## src/rtl/la_hstx.sv

```systemverilog
// rtl/la_hstx.sv - four-phase req/ack CDC source-side controller
// Holds tx_data stable until the synchronized tx_ack has completed a full rise/fall cycle.
module la_hstx #(
   parameter PROP = "DEFAULT",
   parameter int DW = 32,
   parameter int STAGES = 2
) (
   input  logic          clk,
   input  logic          reset,
   input  logic          in_valid,
   input  logic [DW-1:0] in_data,
   output logic          in_ready,
   output logic          tx_req,
   output logic [DW-1:0] tx_data,
   input  logic          tx_ack,
   output logic          busy
);

   localparam logic [1:0] ST_IDLE = 2'd0;
   localparam logic [1:0] ST_REQ  = 2'd1;
   localparam logic [1:0] ST_REL  = 2'd2;

   logic [STAGES-1:0] sync_q;
   logic              ack_s;
   logic [1:0]        state_q, state_d;
   logic              req_q, req_d;
   logic [DW-1:0]     data_q, data_d;
   logic              accept;

   if (PROP == "") begin : g_prop_none
   end

   always_ff @(posedge clk or posedge reset) begin
      if (reset) begin
         sync_q <= '0;
      end else begin
         sync_q <= {sync_q[STAGES-2:0], tx_ack};
      end
   end

   assign ack_s = sync_q[STAGES-1];

   // Gating on ~ack_s stops an accept against a stale ack left over from before reset.
   assign in_ready = (state_q == ST_IDLE) && !ack_s;
   assign accept   = in_valid && in_ready;
   assign busy     = (state_q != ST_IDLE);

   always_comb begin
      state_d = state_q;
      req_d   = req_q;
      data_d  = data_q;
      case (state_q)
         ST_IDLE: begin
            if (accept) begin
               state_d = ST_REQ;
               req_d   = 1'b1;
               data_d  = in_data;
            end
         end
         ST_REQ: begin
            if (ack_s) begin
               state_d = ST_REL;
               req_d   = 1'b0;
            end
         end
         ST_REL: begin
            if (!ack_s) begin
               state_d = ST_IDLE;
            end
         end
         default: begin
            state_d = ST_IDLE;
            req_d   = 1'b0;
         end
      endcase
   end

   always_ff @(posedge clk or posedge reset) begin
      if (reset) begin
         state_q <= ST_IDLE;
         req_q   <= 1'b0;
         data_q  <= '0;
      end else begin
         state_q <= state_d;
         req_q   <= req_d;
         data_q  <= data_d;
      end
   end

   assign tx_req  = req_q;
   assign tx_data = data_q;

endmodule

```

## config.mk

```make
export PLATFORM = sky130hd
export DESIGN_NAME = la_hstx
export DESIGN_NICKNAME = d
export VERILOG_FILES = /design/src/rtl/la_hstx.sv
export SDC_FILE = /design/constraint.sdc
export NUM_CORES = 1
export LEC_CHECK = 0
export CAP_MARGIN = 20
export CORE_UTILIZATION = 44
export CTS_CLUSTER_DIAMETER = 50
export DETAILED_ROUTE_END_ITERATION = 8
export GPL_ROUTABILITY_DRIVEN = 0
export PLACE_DENSITY = 0.93
export SETUP_SLACK_MARGIN = 0.02
export SKIP_CTS_REPAIR_TIMING = 1
export SLEW_MARGIN = 20
export SYNTH_ARGS = -nofsm -noshare
export SYNTH_HDL_FRONTEND = slang
export SYNTH_SLANG_ARGS = --single-unit
```

## constraint.sdc

```tcl
create_clock -name clk -period 2.45 [get_ports clk]
set_input_delay 0.245 -clock clk [delete_from_list [all_inputs] [get_ports clk]]
set_output_delay 0.245 -clock clk [all_outputs]
set_load 0.05 [all_outputs]
```

==> results by group <==
Run status
  • Status: complete, no violations

Critical path
  • Critical path type: reg2out
  • R2R depth: 3
  • Reg2reg end: tx_data[30]$_DFFE_PP0P_
  • Crit-path slowest cell: clkdlybuf4s50_1
  • Crit-path cells: nor3_2 > clkdlybuf4s50_1
  • Worst-path fanout max: 5
  • Worst path max stage delay: 0.84 ns
  • Worst Path Required: 2.20 ns
  • Critical Path End Type: primary output
  • FF-to-FF setup slack: 0.70 ns
  • Reg-to-Reg Start: state_q[1]$_DFFE_PP0P_
  • Crit path DAT: 1.84 ns
  • CP Launch Type: flip-flop

Global route
  • Grt total ovfl: 0
  • Largest net degree at the start of global routing: 38
  • Global Route Usage Sum: 0.173
  • Antenna violations before repair: 0
  • First-pass GRT wire length: 4400 µm
  • Number of global-route vias before repair: between 900 and 1000

Layout
  • Post-Layout Inst Area: 2290 µm²
  • Nets: 195
  • Fill cells: between 200 and 250
  • Layout cells sized above 1: 0.264
  • Area Overhead vs Synth: 48.5%
  • N_diodes: 0

Routing
  • Routed wire length: ~3100 µm
  • DRT Pass-1 Iters: 3
  • Antenna-violating nets left: 0
  • DR vias: between 900 and 1000
  • Vias/cell: 4.61
  • Wire per inst: 15.1 µm
  • DR DRC count: 0
  • DRT iter0 DRCs: 27

Logic synthesis
  • Cells after Synth: 85
  • Number of synthesized register bits: 37
  • Mapped Nets: 121
  • Syn Std Cell Area: 1540 µm²
  • Ys Warns: 0
  • Synth Area in Simple Gates: 0.0259
  • Sequential fraction of the synthesis area: 0.600
  • Synth Area in Adders: 0
  • Mean Syn Cell Area: 18.2 µm²
  • Post-synthesis mux area share: 0.306
  • Main combinational cell family by area after synthesis: multiplexers
  • Post-Synth XOR/XNOR Area: 0.00567
  • Synth unique cells: 15
  • Synth Area in Compound Gates: 0.00891

STA
  • Slew at the pin closest to its max-slew limit: 0.591 ns
  • Endpoints failing hold: 0
  • Clock skew: 0.00404 ns
  • Slew HR: 0.606
  • Fin crit period: 2.08 ns
  • Unrepaired setup endpoints after global routing: no
  • Fmax: around 480 MHz
  • Setup TNS: 0 ns
  • Final setup fails: 0
  • Count of final max-slew check failures: 0
  • Fin crit share: 0.851

Die
  • Die Width: slightly above 60 µm
  • Die Span Y: 61.2 µm
  • I/O Pins: 71
  • Total die area: between 3000 and 4000 µm²
  • Row count: 21
  • Starting density of the core: 0.463
  • Core region area: 3340 µm²

CTS
  • Worst skew pair latency: 0.33 ns
  • Reg clk slew, reported paths: 0.10 ns
  • CTS sink count: 37
  • Max clock buf depth: 2
  • H-Tree Depth: 2
  • Total CTS buffers: 5
  • Clock root buffer: clkbuf_4
  • CTS tree: yes

Power and ir drop
  • Peak VDD IR: between 0.5 and 0.6 mV
  • Power Density: approximately 1100 nW/µm²
  • Pleak: 0.00101 µW

Place
  • Area after DPL: roughly 2200 µm²
  • HPWL after DPL: ~2200 µm
  • Port buffer count: 70

Run
  • Max-Cap Viols: 0

Min path
  • Min-Delay Path Class: in2async
[cell families after synthesis]
group | after synthesis
flip-flops | 37
AO/OA/AOI/OAI | 2
multiplexers | 32
buffers and inverters | 7
AND/OR/NAND/NOR | 6
XOR/XNOR | 1
[sequential cells by signal (all words and copies together) (netlist names)]
name     count
tx_data     32
tx_req       1
sync_q       2
state_q      2
[cell usage after synthesis (all sizes together)]
cell type	count	share of area
o32ai	1	0.0057
mux2	32	0.31
nor3	2	0.0097
xor2	1	0.0057
and2	2	0.0097
inv	3	0.0073
nor2	1	0.0024
buf	4	0.046
a21oi	1	0.0032
or2	1	0.0041
dfrtp	37	0.60
[how the worst max path moves through the flow]
stage | slack [ns] | startpoint | endpoint
6_report | 0.37 | state_q[1]$_DFFE_PP0P_ | in_ready
5_1_grt | 0.28 | state_q[0]$_DFFE_PP0P_ | in_ready
4_1_cts | 0.35 | state_q[1]$_DFFE_PP0P_ | in_ready
3_5_place_dp | 0.60 | in_valid | tx_data[30]$_DFFE_PP0P_
3_3_place_gp | 0.67 | in_valid | tx_data[30]$_DFFE_PP0P_
2_1_floorplan | 0.38 | state_q[1]$_DFFE_PP0P_ | tx_data[0]$_DFFE_PP0P_
[through the flow]
stage,utilization,setup slack (ns),cells,total power (µW),hold WS (ns)
after floorplan,-,0.382,85,1750,0.276
after global placement,0.671,0.667,198,2150,0.334
after detailed placement,0.671,0.598,198,2170,0.352
after CTS,0.687,0.353,205,2490,0.316
after global routing,0.687,0.277,205,2580,0.303
final,0.687,0.366,205,2470,0.316
[final cells by class]
type,count,area (µm²),area share
clock buffers,7,55.1,0.0240
inverters,3,11.3,0.00491
multi-input cells,41,536,0.233
flip-flops and latches,37,926,0.404
well taps,46,57.6,0.0251
repair buffers,71,708,0.309
[routing by layer]
layer	track usage	part of all wire
met1	0.196	0.42
met2	0.281	0.46
met3	0.0777	0.11
met4	0.0779	0.013
met5	0	0
[worst max-delay path: cells and delay by family, from the launching register on]
| kind | cells | cell delay, ns |
|---|---|---|
| buf+inv | 1 | 0.84 |
| flops | 1 | 0.45 |
| simple gates | 1 | 0.22 |
[where the power goes]
part           switching (µW)  internal (µW)
sequential               97.8            773
clock                     177            135
combinational             753            532
total                    1030           1440
[layout by cell type, fill, tap and decap left out, types with 2 or more instances in the layout]
| cell | n |
|---|---|
| mux2_2 | 2 |
| dfrtp_1 | 37 |
| mux2_4 | 30 |
| clkbuf_4 | 5 |
| inv_1 | 3 |
| clkdlybuf4s50_1 | 70 |
Power figures use the tool's default switching activity.
